[src/rtl/cpu_pkg.sv]
// Shared CPU constants and types: fetch state encoding, NOP word, halt opcode,
// drain length and reset PC.
package cpu_pkg;

  typedef enum logic [1:0] {
    ST_IDLE = 2'b00,
    ST_RUN  = 2'b01,
    ST_HALT = 2'b10
  } fetch_state_t;

  localparam logic [31:0] NOP          = 32'h0000_0000;
  localparam logic [5:0]  HALT_OPCODE  = 6'h3F;
  localparam logic [2:0]  DRAIN_CYCLES = 3'd4;
  localparam logic [31:0] RESET_PC     = 32'h0000_0000;

  // Instruction memory is word addressed; byte offset of a target is dropped.
  function automatic logic [31:0] word_align(input logic [31:0] addr);
    return {addr[31:2], 2'b00};
  endfunction

endpackage

[src/rtl/instruction_fetch_if.sv]
// Instruction-memory bus between the fetch stage and the instruction memory.
interface instruction_fetch_if;
  // No valid/ready: the memory is a combinational read, so imem_rdata is the
  // word at imem_addr in the same cycle and every cycle is a completed access.
  logic [31:0] imem_addr;
  logic [31:0] imem_rdata;

  modport master (output imem_addr, input imem_rdata);
  modport slave  (input imem_addr, output imem_rdata);
endinterface

[src/rtl/instruction_fetch.sv]
// Fetch stage: sequential fetch, branch/jump redirects, stall hold and a
// halt opcode that drains the pipe for DRAIN_CYCLES before returning to IDLE.
module instruction_fetch
  import cpu_pkg::*;
(
  input  logic                       clk,
  input  logic                       rst,
  input  logic                       start,
  input  logic                       stall,
  input  logic                       jump,
  input  logic                       Jal_swit,
  input  logic                       JR_swit,
  input  logic [31:0]                JT,
  input  logic                       branch_taken,
  input  logic [31:0]                branch_target,
  instruction_fetch_if.master        imem,
  output logic [31:0]                PC,
  output logic [31:0]                IR,
  output logic [1:0]                 curr_state,
  output logic                       flush,
  output logic                       done
);

  fetch_state_t state, state_n;
  logic [31:0]  pc_reg, pc_n;
  logic [31:0]  pc_out, pc_out_n;
  logic [31:0]  ir, ir_n;
  logic [2:0]   drain_cnt, drain_n;
  logic         flush_n, done_n;
  logic         redirect;
  logic         is_halt;

  assign redirect = jump | Jal_swit | JR_swit;
  assign is_halt  = (imem.imem_rdata[31:26] == HALT_OPCODE);

  always_comb begin
    state_n  = state;
    pc_n     = pc_reg;
    pc_out_n = pc_out;
    ir_n     = ir;
    drain_n  = drain_cnt;
    flush_n  = 1'b0;
    done_n   = 1'b0;
    case (state)
      ST_IDLE: begin
        ir_n = NOP;
        if (start) state_n = ST_RUN;
      end
      ST_RUN: begin
        if (branch_taken) begin
          pc_n     = word_align(branch_target);
          ir_n     = NOP;
          pc_out_n = 32'h0;
          flush_n  = 1'b1;
        end else if (redirect) begin
          pc_n = word_align(JT);
          ir_n = NOP;
        end else if (!stall) begin
          if (is_halt) begin
            ir_n    = NOP;
            state_n = ST_HALT;
            drain_n = DRAIN_CYCLES;
          end else begin
            ir_n     = imem.imem_rdata;
            pc_n     = pc_reg + 32'd4;
            pc_out_n = pc_reg + 32'd4;
          end
        end
      end
      ST_HALT: begin
        // A late redirect means the halt was on a wrong path: resume fetching.
        if (branch_taken) begin
          pc_n     = word_align(branch_target);
          ir_n     = NOP;
          pc_out_n = 32'h0;
          flush_n  = 1'b1;
          state_n  = ST_RUN;
          drain_n  = 3'd0;
        end else if (redirect) begin
          pc_n    = word_align(JT);
          ir_n    = NOP;
          state_n = ST_RUN;
          drain_n = 3'd0;
        end else begin
          drain_n = drain_cnt - 3'd1;
          if (drain_cnt == 3'd1) begin
            state_n = ST_IDLE;
            done_n  = 1'b1;
          end
        end
      end
      default: state_n = ST_IDLE;
    endcase
  end

  always_ff @(posedge clk) begin
    if (rst) begin
      state     <= ST_IDLE;
      pc_reg    <= RESET_PC;
      pc_out    <= 32'h0;
      ir        <= NOP;
      drain_cnt <= 3'd0;
      flush     <= 1'b0;
      done      <= 1'b0;
    end else begin
      state     <= state_n;
      pc_reg    <= pc_n;
      pc_out    <= pc_out_n;
      ir        <= ir_n;
      drain_cnt <= drain_n;
      flush     <= flush_n;
      done      <= done_n;
    end
  end

  assign imem.imem_addr = pc_reg;
  assign PC             = pc_out;
  assign IR             = ir;
  assign curr_state     = state;

endmodule
[src/flat_wrapper.sv]
// flat-port wrapper written by rule: the top's interface ports become plain ports
module instruction_fetch_flat import cpu_pkg::*;
  (clk, rst, start, stall, jump, Jal_swit, JR_swit, JT, branch_taken, branch_target, PC, IR, curr_state, flush, done, imem_imem_addr, imem_imem_rdata);
  instruction_fetch_if imem_i ();
  input  logic clk;
  input  logic rst;
  input  logic start;
  input  logic stall;
  input  logic jump;
  input  logic Jal_swit;
  input  logic JR_swit;
  input  logic [31:0] JT;
  input  logic branch_taken;
  input  logic [31:0] branch_target;
  output logic [31:0] PC;
  output logic [31:0] IR;
  output logic [1:0] curr_state;
  output logic flush;
  output logic done;
  output wire logic [$bits(imem_i.imem_addr)-1:0] imem_imem_addr;
  input wire logic [$bits(imem_i.imem_rdata)-1:0] imem_imem_rdata;
  assign imem_imem_addr = imem_i.imem_addr;
  assign imem_i.imem_rdata = imem_imem_rdata;
  instruction_fetch u_core (.clk(clk), .rst(rst), .start(start), .stall(stall), .jump(jump), .Jal_swit(Jal_swit), .JR_swit(JR_swit), .JT(JT), .branch_taken(branch_taken), .branch_target(branch_target), .imem(imem_i), .PC(PC), .IR(IR), .curr_state(curr_state), .flush(flush), .done(done));
endmodule
[config.mk]
export PLATFORM = sky130hd
export DESIGN_NAME = instruction_fetch_flat
export DESIGN_NICKNAME = d
export VERILOG_FILES = /design/src/rtl/cpu_pkg.sv /design/src/rtl/instruction_fetch_if.sv /design/src/rtl/instruction_fetch.sv /design/src/flat_wrapper.sv
export SDC_FILE = /design/constraint.sdc
export NUM_CORES = 1
export LEC_CHECK = 0
export BUFFER_PORTS_ARGS = -buffer_cell sky130_fd_sc_hd__buf_2
export CAP_MARGIN = 10
export CORE_MARGIN = 2
export CORE_UTILIZATION = 36
export DETAILED_ROUTE_END_ITERATION = 10
export GPL_TIMING_DRIVEN = 0
export MAX_ROUTING_LAYER = met4
export SYNTH_ARGS = -nofsm -noshare
export SYNTH_HDL_FRONTEND = slang
export SYNTH_SLANG_ARGS = --single-unit
[constraint.sdc]
create_clock -name clk -period 3.25 [get_ports clk]
set_clock_uncertainty 0.05 [all_clocks]
set_input_delay 0.65 -clock clk [delete_from_list [all_inputs] [get_ports clk]]
set_output_delay 0.65 -clock clk [all_outputs]
set_load 0.005 [all_outputs]
==> metrics.cfg <==
[die]
die_h_um=123
dieArea_mm2=0.0151
io_pins=204
num_rows=43
coreArea_mm2=0.0138
initial_core_util=0.367
dieWidth_um=123

[sta]
setup_viol=0
worst_pin_slew_ps=783
fin_crit_ps=2890
rsz0062_at_grt=false
fin_setup_tns_ps=0
period_share=0.888
fmax_mhz=346
hold_viol=0
slew_headroom=0.473
finalMaxSlewViolations=0

[clock_tree]
clock_path_buffers=2
cts_buffers=9
clk_latency_ps=350
path_clk_slew_ps=70
tritoncts=built
cts_hold_buf=0
cts_resized=0
htreeDepth=3
root_buffer=clkbuf_16
cts_sinks=100
post_cts.repair.setup_buffers=0

[route]
drtAntennaViolNets=0
drc_errors=0
avgRoutedWirePerCell_um=18.0
drt-total-wl_mm=18.1
vias=5620
first_iter_violations=455
vias_per_cell=5.58
drt_pre_antenna_iters=5

[global_route]
grt_first_pass_wirelength_mm=27.7
grt_max_degree=17
grt_usage=0.246
grt_pass1_vias=5344
globalRouteMet3Util=0.0283
met1_usage=0.326
grt.busiest_layer=met2
antenna_found_initial=0
grt_use_met2=0.377
overflow=0

[min_path]
hold_path.class=flop to flop
hold_start=u_core.PC[3]
hold_depth=2

[setup_path]
cp-startpoint=u_core.curr_state[0]
required_ps=3470
worstSetupEndpointType=flop
reg2reg_depth=8
worst-endpoint-arrival_ps=3110
path_class=flop to flop
startpoint_type=flop
cp_max_fo=10
r2r-start=u_core.curr_state[0]

[finish]
drive_above_1_share=0.283
syn_to_final_growth_pct=29.3
nets=934
fin_cells=1008
antenna_cells=0

[job]
maxCapViolations=0

[yosys]
ys_top_cells_by_count=100 x dfxtp_1, 72 x nor2_1, 51 x nand2_1
ys_ff_latch=100
async_flop_share=0
yosys.area.top_type=dfxtp_1
synth_ff_type=dfxtp_1
yosysSeqAreaShare=0.394
syn_area_per_cell_um2=8.26
synth-edff-count=0
synth_top_area_share=0.394
yosys_warnings=0
synth_cell_types=61
yosysMostFrequentCell=dfxtp_1
yosys-top-cells-area=dfxtp_1 39%, nor2_1 5.3%, a22oi_1 4.7%
syn_area_mm2=0.00508
synthCells=615

[pwr]
p_leak_nw=2.71
ir_drop_mv=0.264
power_density_mw_per_mm2=610

[placement]
dp_cells=992
hpwl_mm=13.8
port_buffers=196
gp_congestion=0.919

[status]
outcome=finished clean

==> state kept, by name, summed over array words and instances (netlist names) <==
register               count
u_core.IR                 32
u_core.PC                 31
u_core.curr_state          2
u_core.done                1
u_core.drain_cnt           3
u_core.flush               1
u_core.imem.imem_addr     30
==> through the flow <==
stage	total power [W]	util	cell area (um^2)	hold slack, ps	setup slack, ps
finish	0.00401	0.475	6570	403	362
global route	0.00425	0.475	6570	426	133
CTS	0.00401	0.475	6570	406	363
detailed placement	0.00298	0.455	6290	391	278
global placement	0.00296	0.455	6290	391	352
floorplan	0.00242	-	5080	382	939
==> critical path: stages, from the launching register on <==
cell and delay [ps]:
dfxtp_1 410, inv_1 80, ha_1 190, buf_2 170, or4_1 590, nor2_1 490, nand3_1 260, clkbuf_1 330
o2bb2ai_1 230
==> layer usage <==
| layer | share of wire | routed length (um) |
|---|---|---|
| met3 | 0.079 | 1430 |
| met4 | 0.026 | 478 |
| met1 | 0.43 | 7870 |
| met2 | 0.46 | 8340 |
| met5 | 0 | 0 |
==> worst paths after layout <==
path	end	slack [ps]
max	u_core.PC[11]	360
min	u_core.PC[3]	400
max reg2reg	u_core.PC[11]	360
min reg2reg	u_core.PC[3]	400
==> cell usage in the layout, fill, tap and decap left out, types with 8 or more instances in the layout <==
master     netlist  routed
nand2_1         51      51
nor3b_1         13      13
xnor2_1         21      21
o2bb2ai_1       21      21
dfxtp_1        100     100
nor2_1          72      72
nand3_1         16      16
a211oi_1         9       9
clkbuf_1        32      33
nor3_1          10      10
inv_1           19      19
nor4_1          11      11
o32ai_1         11      11
o31a_1           8       8
a21oi_1         45      45
o21ai_0         22      22
a22oi_1         32      32
clkbuf_16        0       9
nand4_1         12      12
buf_2           12     208
==> report_power, final <==
part / internal [W] / total [W] / switching (W)
sequential: 0.00139 / 0.00163 / 0.000232
combinational: 0.000536 / 0.00135 / 0.000815
clock: 0.000543 / 0.00103 / 0.000486
==> area by class of cell <==
cell class	instances	area [um^2]
fill	1394	7260
multi-input combinational	447	2790
tap	180	225
buffer	50	218
timing repair buffer	196	981
sequential	100	2000
inverter	19	71.3
clock buffer	11	243
clock inverter	5	35.0
==> kinds of logic (layout without fill, tap and decap cells) <==
family	count (synthesis)	in the layout	synth area share
buffers and inverters	69	281	0.0569
AO/OA/AOI/OAI	188	188	0.265
other	1	2	0.000738
AND/OR/NAND/NOR	223	223	0.219
adder cells (fa/ha/maj)	7	7	0.0172
XOR/XNOR	24	24	0.0414
multiplexers	3	3	0.00616
flip-flops	100	100	0.394
(Power assumes the default switching activity.)
